## src/rtl/security_controller.sv

```systemverilog
// Intrusion alarm controller: arm/exit/entry delays, keypad disarm with
// wrong-code lockout, and latching of the zone that triggered the alarm.
module security_controller #(
    parameter int         NZONES    = 4,
    parameter int         EXIT_CYC  = 16,
    parameter int         ENTRY_CYC = 8,
    parameter logic [3:0] CODE      = 4'hA,
    parameter int         MAX_FAIL  = 3,
    parameter int         LOCK_CYC  = 32,
    localparam int        ZW        = (NZONES > 1) ? $clog2(NZONES) : 1
) (
    input  logic              clk,
    input  logic              rst,
    input  logic [NZONES-1:0] zone_trip,
    input  logic              arm_req,
    input  logic [3:0]        code,
    input  logic              code_vld,
    output logic              siren,
    output logic              armed,
    output logic [2:0]        state,
    output logic [ZW-1:0]     trip_zone,
    output logic [1:0]        fail_cnt
);
    typedef enum logic [2:0] {
        DISARMED = 3'd0,
        EXIT     = 3'd1,
        ARMED    = 3'd2,
        ENTRY    = 3'd3,
        ALARM    = 3'd4,
        LOCKOUT  = 3'd5
    } state_e;

    localparam int TMAX0 = (EXIT_CYC > ENTRY_CYC) ? EXIT_CYC : ENTRY_CYC;
    localparam int TMAX  = (TMAX0 > LOCK_CYC) ? TMAX0 : LOCK_CYC;
    localparam int TW    = (TMAX > 2) ? $clog2(TMAX) : 1;

    localparam logic [TW-1:0]     EXIT_LOAD  = TW'(EXIT_CYC - 1);
    localparam logic [TW-1:0]     ENTRY_LOAD = TW'(ENTRY_CYC - 1);
    localparam logic [TW-1:0]     LOCK_LOAD  = TW'(LOCK_CYC - 1);
    localparam logic [2:0]        MAXF3      = 3'(MAX_FAIL);
    localparam logic [1:0]        MAXF2      = 2'(MAX_FAIL);
    localparam logic [NZONES-1:0] Z0_MASK    = NZONES'(1);

    state_e        state_q, state_d;
    logic [TW-1:0] timer_q, timer_d;
    logic [ZW-1:0] trip_q, trip_d;
    logic [1:0]    fail_q, fail_d;
    logic          siren_q, armed_q;

    logic          code_ok, code_bad, expired, zone_hi, locked;
    logic [2:0]    fail_inc;
    logic [ZW-1:0] low_idx;

    assign code_ok  = code_vld && (code == CODE);
    assign code_bad = code_vld && (code != CODE);
    assign expired  = (timer_q == '0);
    assign zone_hi  = |(zone_trip & ~Z0_MASK);
    assign fail_inc = {1'b0, fail_q} + 3'd1;

    always_comb begin
        low_idx = '0;
        for (int i = NZONES - 1; i >= 0; i--) begin
            if (zone_trip[i]) low_idx = ZW'(i);
        end
    end

    always_comb begin
        state_d = state_q;
        timer_d = expired ? '0 : timer_q - TW'(1);
        trip_d  = trip_q;
        fail_d  = fail_q;
        locked  = 1'b0;
        case (state_q)
            DISARMED: begin
                if (arm_req && (zone_trip == '0)) begin
                    state_d = EXIT;
                    timer_d = EXIT_LOAD;
                end
            end
            EXIT, ARMED, ENTRY, ALARM: begin
                // Code has priority; a wrong code only pre-empts trips/expiry when it locks out.
                if (code_ok) begin
                    state_d = DISARMED;
                    timer_d = '0;
                    trip_d  = '0;
                    fail_d  = '0;
                end else begin
                    if (code_bad) begin
                        if (fail_inc >= MAXF3) begin
                            state_d = LOCKOUT;
                            timer_d = LOCK_LOAD;
                            fail_d  = MAXF2;
                            locked  = 1'b1;
                        end else begin
                            fail_d = fail_inc[1:0];
                        end
                    end
                    if (!locked) begin
                        case (state_q)
                            EXIT: if (expired) state_d = ARMED;
                            ARMED: begin
                                if (zone_hi) begin
                                    state_d = ALARM;
                                    trip_d  = low_idx;
                                end else if (zone_trip[0]) begin
                                    state_d = ENTRY;
                                    timer_d = ENTRY_LOAD;
                                    trip_d  = '0;
                                end
                            end
                            ENTRY: if (zone_hi || expired) state_d = ALARM;
                            default: ;
                        endcase
                    end
                end
            end
            LOCKOUT: begin
                if (expired) begin
                    state_d = ALARM;
                    fail_d  = '0;
                end
            end
            default: begin
                state_d = DISARMED;
                timer_d = '0;
                trip_d  = '0;
                fail_d  = '0;
            end
        endcase
    end

    always_ff @(posedge clk) begin
        if (rst) begin
            state_q <= DISARMED;
            timer_q <= '0;
            trip_q  <= '0;
            fail_q  <= '0;
            siren_q <= 1'b0;
            armed_q <= 1'b0;
        end else begin
            state_q <= state_d;
            timer_q <= timer_d;
            trip_q  <= trip_d;
            fail_q  <= fail_d;
            siren_q <= (state_d == ALARM) || (state_d == LOCKOUT);
            armed_q <= (state_d == ARMED) || (state_d == ENTRY);
        end
    end

    assign state     = state_q;
    assign siren     = siren_q;
    assign armed     = armed_q;
    assign trip_zone = trip_q;
    assign fail_cnt  = fail_q;
endmodule

```

## config.mk

```make
export PLATFORM = sky130hd
export DESIGN_NAME = security_controller
export DESIGN_NICKNAME = d
export VERILOG_FILES = /design/src/rtl/security_controller.sv
export SDC_FILE = /design/constraint.sdc
export NUM_CORES = 1
export LEC_CHECK = 0
export CAP_MARGIN = 0
export CORE_MARGIN = 10
export CORE_UTILIZATION = 35
export CTS_BUF_LIST = sky130_fd_sc_hd__clkbuf_2
export DETAILED_ROUTE_END_ITERATION = 8
export GPL_ROUTABILITY_DRIVEN = 0
export PLACE_DENSITY = 0.61
export REMOVE_ABC_BUFFERS = 1
export SYNTH_ARGS = -nofsm -noshare
export SYNTH_HDL_FRONTEND = slang
export SYNTH_SLANG_ARGS = --single-unit
```

## constraint.sdc

```tcl
create_clock -name clk -period 1.8 [get_ports clk]
set_input_delay 0.36 -clock clk [delete_from_list [all_inputs] [get_ports clk]]
set_output_delay 0.36 -clock clk [all_outputs]
set_load 0.05 [all_outputs]
```

Word level (Yosys, flattened, before mapping)
Index checks and enable logic that the tools add are counted.
{"block": "totals", "register_bits": 14, "latch_bits": 0, "ram_bits": 0, "rom_bits": 0, "inputBits": 12, "out_inout_bits": 9, "wordCells": 82, "n_memories": 0}
{"block": "op_classes", "n_addsub": 2, "mul": 0, "div": 0, "magnitude_cmp": 1, "n_eq_ne": 16, "shift": 0, "n_mux": 41, "n_bitwise": 2, "reduce_logical": 14}
{"operator": "$mux W5", "count": 9}
{"operator": "$mux W3", "count": 10}
{"operator": "$mux W2", "count": 13}
{"operator": "$pmux W3 S3", "count": 2}
{"operator": "$pmux W5 S3", "count": 1}
{"operator": "$eq A3 B2 Y1 const B", "count": 4}
{"operator": "$eq A3 B3 Y1 const B", "count": 4}
{"operator": "$ne A3 B3 Y1 const B", "count": 3}
{"operator": "$ne A4 B4 Y1 const B", "count": 2}
{"operator": "$pmux W2 S3", "count": 1}
{"operator": "$logic_not A5 Y1", "count": 1}
{"operator": "$sub A5 B1 Y5 const B", "count": 1}
{"operator": "$eq A4 B4 Y1 const B", "count": 1}
{"operator": "$logic_not A4 Y1", "count": 1}
{"operator": "$mux W1", "count": 4}
{"operator": "$pmux W2 S2", "count": 1}
{"operator": "$reduce_and A4 Y1", "count": 1}
{"operator": "$reduce_or A4 Y1", "count": 1}
{"operator": "$add A2 B1 Y3 const B", "count": 1}
{"operator": "$eq A3 B1 Y1 const B", "count": 1}
{"operator": "$ge A3 B2 Y1 const B", "count": 1}
{"operator": "$logic_and A1 B1 Y1", "count": 3}
{"operator": "$logic_not A3 Y1", "count": 1}
{"operator": "$logic_or A1 B1 Y1", "count": 3}
{"operator": "5 further kinds", "count": 6}

Logic depth before layout (Yosys ltp)
Gate-level depths: netlist of the first run.
{"block": "depth", "ltp_word": 12, "mapped_depth": 7, "ltp_nobuf": 7}

Worst setup path after synthesis of the first run
OpenSTA, ideal clock, no wires.
{"block": "synth_path", "path_type": "register to register", "startpoint": "reg state_q[1] (netlist: state[1])", "endpoint": "reg state_q[0] (netlist: state[0])", "setup_ps": 122, "arrival_time_ps": 1648, "required_ps": 1678, "slack_ps": 30, "stages_incl_launch_ff": 7, "path_buffers": 2, "synth_period_minus_slack_ps": 1770, "cell_sequence": "dfxtp_1 buf_6 clkbuf_1 a21oi_1 o21ai_1 a31oi_1 o31a_2"}
{"block": "synth_via", "elab_chain_len": 5, "word_cells_on_any_way": 11, "cone_classes": "eq/ne: 5; mux: 4; reduce/logical: 2"}
{"item": "start, declared", "line_no": "44", "text": "state_e state_q, state_d;"}
{"item": "start signal, assigned", "line_no": "141", "text": "state_q <= state_d;"}
{"item": "$eq A3 B2 Y1 / $eq A3 B1 Y1 (equally long branches)", "line_no": "73, 99"}
{"item": "$pmux W3 S3", "line_no": "99", "text": "case (state_q)"}
{"item": "$mux W3", "line_no": "98", "text": "if (!locked) begin"}
{"item": "$mux W3", "line_no": "82", "text": "if (code_ok) begin"}
{"item": "$pmux W3 S3 (*)", "line_no": "73", "text": "case (state_q)"}
Mark *: on every way between the ends. The rest lies on a longest branch, timed or not.
A chain may end at the register's enable or synchronous reset.

Final worst setup path of the first run
{"block": "layout_path", "startpoint": "in code[2]", "endpoint": "reg timer_q[1]"}
{"block": "layout_via", "elab_chain_len": 9, "word_cells_on_any_way": 14, "cone_classes": "eq/ne: 2; mux: 10; reduce/logical: 2"}
{"item": "start, declared", "line_no": "16", "text": "input logic [3:0] code,"}
{"item": "$ne A4 B4 Y1", "line_no": "55", "text": "assign code_bad = code_vld && (code != CODE);"}
{"item": "$logic_and A1 B1 Y1", "line_no": "55"}
{"item": "$mux W5", "line_no": "88", "text": "if (code_bad) begin"}
{"item": "$mux W5", "line_no": "105", "text": "end else if (zone_trip[0]) begin"}
{"item": "$mux W5", "line_no": "102", "text": "if (zone_hi) begin"}
{"item": "$mux W5", "line_no": "99"}
{"item": "$mux W5", "line_no": "98"}
{"item": "$mux W5 (*)", "line_no": "82"}
{"item": "$pmux W5 S3 (*)", "line_no": "73"}
{"item": "end signal, assigned", "line_no": "142", "text": "timer_q <= timer_d;"}
{"item": "end, declared", "line_no": "45", "text": "logic [TW-1:0] timer_q, timer_d;"}
Mark *: on every way between the ends. The rest lies on a longest branch, timed or not. The select of a mux whose other input is x is not followed.

==> reports/metrics.cfg, run 1 <==
[status]
status = completed

[global_routing]
grtUsageTotal_pct = 10.7
antenna_found_initial = 0
use_met3_pct = 2.99
grt_max_degree = 13
gr-max-usage-layer = met2
grt_pass1_vias = 1077
grt_pass1_wl_um = 4660
grt-ovfl-total = 0
use_met1_pct = 11.0
met2_usage_pct = 19.1

[timing]
skew_ns = 0.00119
finalSetupViolations = 0
max_freq_mhz = 589
hold_viol_final = 0
rsz0062_at_grt = no
relSlewSlack_pct = 78.6
post-route-min-period_ns = 1.70
worst_slew_pin_slew_ns = 0.320
layout_setup_ws_ns = 0.103
finalMaxSlewViolations = 0
finalCritPeriodShare_pct = 94.3

[detailed_routing]
drtAntennaViolNets = 0
drc = 0
wl_per_cell_um = 14.7
via_per_inst = 5.47
wl_um = 2760
dr.pass1.iters = 4
drtIter0Drc = 23
vias = 1029

[cells_and_area]
drive_above_1_share_pct = 28.0
nNetsFinal = 172
n_antenna_cell = 0
final_util_pct = 49.7
fillers = 263
syn2layout_area_growth_pct = 37.2

[setup_path]
rr_worst_depth = 8
r2r-start = timer_q[0]
end_kind = flop
crit_path_cell_trace = clkdlybuf4s50_1, and4bb_2, buf_4, a31oi_1, o21bai_1, or2_0, o21ai_0
reg2reg_setup_slack_ns = 0.15
slowest_delay_ns = 0.47
path_class = primary input to flop
r2r_end = state[1]
required_ns = 2.01
crit_path_start_kind = primary input
worstPathArrival_ns = 1.91
slowest_stage = clkdlybuf4s50_1
worstSetupStartpoint = code[2]
critPathCapture = timer_q[1]
crit_fanout = 4

[die]
core_area_mm2 = 0.00271
core.rowCount = 19
fp.dieH_um = 72.9
start_util_pct = 36.2
top_level_ports = 21
die_w_um = 72.9
dieArea_mm2 = 0.00532

[power_and_ir_drop]
p_seq_share_pct = 42.2
switching_share_pct = 34.3
p_leak_nw = 0.527
p_per_area_mw_per_mm2 = 661
power.internal_mw = 0.585
total_power_mw = 0.890
power_frac_comb_pct = 41.0
vdd_drop_max_v = 0.000533
clkPwrFrac_pct = 16.8
p_switching_mw = 0.306

[yosys]
synth_cells = 120
synth_seq_area_share_pct = 28.6
netlist_area_um2 = 981
synth_cell_types = 47
postSynthAreaPerCell_um2 = 8.17
synth-edff-count = 0
ys_ff_latch = 14
postSynth.asyncResetShare_pct = 0
yosysWarnings = 0
synth_ff_type = dfxtp_1

[clocking]
cts_buffer_depth = 2
holdBufCountCts = 0
clkTransAtPathRegs_ns = 0.14
htree_levels = 1
tritoncts = done
clock_sinks = 14
cts_buffers = 3
clockRootBuffer = clkbuf_2
clock_latency_ns = 0.27

[worst_hold_path]
hold_path_class = flop to flop

[placed_design]
port_buffers = 20
place_ws_ns = -0.242
place.detailed.hpwl_um = 2190

[run]
cap_violations = 0

-- how the worst min path moves through the flow --
stage / from / endpoint / slack (ns) / cells after the start
floorplan: rst / fail_cnt[1] / 0.42 / 1
global placement: timer_q[0] / timer_q[0] / 0.46 / 1
detailed placement: trip_zone[0] / trip_zone[0] / 0.46 / 2
CTS: trip_zone[0] / trip_zone[0] / 0.48 / 2
global route: trip_zone[0] / trip_zone[0] / 0.50 / 2
finish: trip_zone[0] / trip_zone[0] / 0.47 / 2
-- cell usage in the layout, fill, tap and decap left out, types with 2 or more instances in the layout --
cell type and n:
buf_12 3, a21oi_1 14, clkdlybuf4s50_1 11, inv_1 6, nand3_1 5, o21ai_1 2, or3_1 2, nor3_1 4
dfxtp_1 14, o21ai_0 8, a32oi_1 2, nand2b_1 2, a31oi_1 3, nor2_1 9, nor2b_1 2, buf_4 26
clkbuf_2 3, nand2_1 10
-- cells by family (layout without fill, tap and decap cells) --
family                     Yosys count  in the layout  synth area share [%]
and+or+nand+nor                     49             49                  30.1
AOI/OAI and AO/OA                   43             43                  30.6
muxes                                1              1                  1.02
buffers and inverters               12             49                  8.42
DFF                                 14             14                  28.6
adders and majority gates            1              1                  1.28
-- area by class of cell --
| type | instances | area, um2 | share of cell area, % |
|---|---|---|---|
| flip-flops and latches | 14 | 280 | 20.8 |
| multi-input cells | 94 | 624 | 46.4 |
| inverters | 6 | 22.5 | 1.67 |
| well taps | 31 | 38.8 | 2.88 |
| clock buffers | 3 | 15.0 | 1.12 |
| repair buffers | 40 | 365 | 27.1 |
-- state kept, by name (all words and copies together), names as in the netlist --
register / flops
timer_q: 5
state: 3
fail_cnt: 2
trip_zone: 2
armed: 1
siren: 1
-- metal layers --
layer  wire (um)  share of wire (%)
met4          62                2.2
met1        1180                 43
met3         148                5.4
met5           0                  0
met2        1370                 50
-- synthesized netlist by cell type (2+ instances only) --
| cell type | number | area, um2 |
|---|---|---|
| a21oi_1 | 14 | 70.1 |
| dfxtp_1 | 14 | 280 |
| nand2_1 | 10 | 37.5 |
| nor2_1 | 9 | 33.8 |
| o21ai_0 | 8 | 40.0 |
| inv_1 | 6 | 22.5 |
| buf_6 | 5 | 56.3 |
| nand3_1 | 5 | 25.0 |
| nor3_1 | 4 | 20.0 |
| a31oi_1 | 3 | 18.8 |
| a32oi_1 | 2 | 17.5 |
| nand2b_1 | 2 | 12.5 |
| nor2b_1 | 2 | 12.5 |
| o21ai_1 | 2 | 10.0 |
| or3_1 | 2 | 12.5 |
-- power groups by stage --
| stage | Sequential (mW) | Clock (mW) | Combinational [mW] |
|---|---|---|---|
| after floorplan | 0.377 | 0 | 0.210 |
| after global placement | 0.380 | 0 | 0.300 |
| after detailed placement | 0.383 | 0 | 0.315 |
| after CTS | 0.376 | 0.159 | 0.366 |
| after global routing | 0.381 | 0.167 | 0.408 |
| final | 0.375 | 0.150 | 0.365 |
-- timing repair --
item                       in CTS  in global routing
pin swaps                       0                  0
resized for setup               0                  1
setup endpoints to repair       1                  3
buffers inserted                2                  0
-- critical path: cells and delay by family --
family,cells,cell delay [ns]
buffers and inverters,2,0.61
AND/OR/NAND/NOR,2,0.50
AO/OA/AOI/OAI,3,0.45
-- per-stage QoR --
stage                     hold slack [ns]  setup TNS [ns]  std cells  cell area, um2
after global placement              0.456          -0.853        183            1310
final                               0.472               0        188            1350
after detailed placement            0.456           -1.61        183            1310
after global routing                0.501               0        188            1350
after CTS                           0.475               0        188            1340
after floorplan                     0.425          -0.163        114             921
No activity file was read; power rests on OpenSTA's default activity.
==> run 2, diff against run 1 <==
- CTS_CLUSTER_SIZE: unset -> 8
==> results of run 2 <==
Same layout as run 1: the final DEF is identical, and so are final timing and power.
==> run 3, diff against run 2 <==
- CELL_PAD_IN_SITES_DETAIL_PLACEMENT: unset -> 0
- CELL_PAD_IN_SITES_GLOBAL_PLACEMENT: unset -> 1
- CORE_MARGIN: 10 -> 4
- PLACE_DENSITY: 0.61 -> 0.77
==> reports/metrics.cfg, run 3 (same netlist as run 1, synthesis figures left out) <==
[status]
status = completed

[cells_and_area]
nNetsFinal = 175  ; +1.7%
n_antenna_cell = 0  ; unchanged
final_common_cell = buf_4
largest_reg_flops = 5  ; unchanged
fillers = 257  ; -2.3%
final_cell_mix = buf_4, dfxtp_1, a21oi_1, clkdlybuf4s50_1, nand2_1
drive_above_1_share_pct = 29.8  ; +1.8 points
syn2layout_area_growth_pct = 40.4
largest-register = timer_q
final_cells = 191  ; +1.6%
final_util_pct = 53.7  ; +4.0 points

[clocking]
clockRootBuffer = clkbuf_2
cts_buffer_depth = 2  ; unchanged
clkTransAtPathRegs_ns = 0.14  ; about the same
clock_sinks = 14  ; unchanged
holdBufCountCts = 0  ; unchanged
htree_levels = 1  ; unchanged
clock_latency_ns = 0.29  ; +0.02 ns
tritoncts = done
cts_buffers = 3  ; unchanged

[detailed_routing]
via_per_inst = 5.59  ; +2.2%
drtIter0Drc = 66  ; +190%
drtAntennaViolNets = 0  ; unchanged
wl_per_cell_um = 13.8  ; -5.9%
vias = 1068  ; +3.8%
drc = 0  ; unchanged
dr.pass1.iters = 4  ; unchanged
wl_um = 2640  ; -4.4%

[global_routing]
grt_max_degree = 12  ; -1
grt_pass1_wl_um = 4390  ; -5.8%
grt_pass1_vias = 1011  ; -6.1%
grtUsageTotal_pct = 16.2  ; +5.4 points
antenna_found_initial = 0  ; unchanged
grt-ovfl-total = 0  ; unchanged

[setup_path]
path_class = flop to flop
end_kind = flop
reg2reg_setup_slack_ns = 0.11  ; -0.04 ns
crit_path_start_kind = flop
required_ns = 2.02  ; about the same
crit_fanout = 4  ; unchanged
worstPathArrival_ns = 1.92  ; about the same

[power_and_ir_drop]
clkPwrFrac_pct = 16.6  ; -0.2 points
power.internal_mw = 0.615  ; +5.1%
p_switching_mw = 0.323  ; +5.6%
vdd_drop_max_v = 0.000721  ; +35%
power_frac_comb_pct = 43.4  ; +2.4 points
p_per_area_mw_per_mm2 = 681  ; +2.9%
switching_share_pct = 34.5  ; +0.11 points
p_leak_nw = 0.540  ; +2.5%
p_seq_share_pct = 40.0  ; -2.2 points

[timing]
finalMaxSlewViolations = 0  ; unchanged
relSlewSlack_pct = 71.6  ; -7.0 points
skew_ns = 0.00909  ; +0.00790 ns
layout_setup_ws_ns = 0.109  ; +0.00637 ns
finalCritPeriodShare_pct = 93.9  ; -0.35 points
hold_viol_final = 0  ; unchanged
max_freq_mhz = 591  ; +0.38%
finalSetupViolations = 0  ; unchanged
hold_ws_ns = 0.478  ; +0.00602 ns
post-route-min-period_ns = 1.69  ; -0.00637 ns
worst_slew_pin_slew_ns = 0.425  ; +0.105 ns
fin_setup_tns_ns = 0  ; unchanged

[run]
cap_violations = 0  ; unchanged

[die]
dieArea_mm2 = 0.00371  ; -30%
core.rowCount = 18  ; -1
top_level_ports = 21  ; unchanged
die_w_um = 60.9  ; -16%
core_area_mm2 = 0.00257  ; -5.3%
fp.dieH_um = 60.9  ; -16%
start_util_pct = 38.2  ; +2.0 points

[worst_hold_path]
hold_path_class = flop to flop

[placed_design]
place_ws_ns = -0.181  ; +0.0609 ns
place.detailed.hpwl_um = 2080  ; -5.0%
place_inst = 183  ; unchanged
port_buffers = 20  ; unchanged

-- run 3: cell count changes in the layout (fill, tap and decap cells not counted), sizes merged --
| cell | previous run | this run |
|---|---|---|
| buf | 29 | 32 |
| clkinv | 0 | 1 |
-- run 3: repair_timing --
action / CTS / global route
buffers inserted: 2 / 2
pin swaps: 0 / 1
resized for setup: 0 / 3
setup endpoints to repair: 1 / 1
-- run 3: power by group through the flow --
stage / clock, mW / combinational (mW) / sequential [mW]
2_1_floorplan: 0 / 0.210 / 0.377
3_3_place_gp: 0 / 0.310 / 0.380
3_5_place_dp: 0 / 0.317 / 0.383
4_1_cts: 0.159 / 0.369 / 0.377
5_1_grt: 0.173 / 0.456 / 0.381
6_report: 0.155 / 0.407 / 0.375
-- run 3: routing by layer --
metal  routed length [um]  part of all wire, %  GRT usage [%]
met1                 1110                   42           17.9
met2                 1340                   51           29.3
met3                  139                  5.3           4.68
met4                   55                  2.1           5.57
met5                    0                    0              0
-- run 3: final cells by class --
cell class	instances	area (um2)	share of cell area, %
Clock buffer	3	15.0	1.09
Timing Repair Buffer	43	388	28.2
Clock inverter	1	3.75	0.272
Multi-Input combinational cell	94	631	45.8
Tap cell	30	37.5	2.72
Sequential cell	14	280	20.3
Inverter	6	22.5	1.63
-- run 3: path summary, 6_finish.rpt --
path	startpoint	endpoint	depth (start not counted)
worst max-delay path	timer_q[0]	fail_cnt[1]	8
worst min-delay path	trip_zone[0]	trip_zone[0]	2
worst max register to register	timer_q[0]	fail_cnt[1]	8
worst min register to register	trip_zone[0]	trip_zone[0]	2
-- run 3: worst max-delay path: stages (launching register included) --
cell	delay, ns
dfxtp_1	0.35
inv_1	0.06
ha_2	0.19
nor4b_4	0.19
buf_4	0.19
nor3_4	0.06
a211oi_4	0.31
a21oi_2	0.10
a211oi_2	0.19
-- run 3: stage by stage --
stage               area, um2  power, mW
floorplan                 921      0.588
global placement         1320      0.690
detailed placement       1320      0.700
CTS                      1350      0.905
global route             1380       1.01
finish                   1380      0.938
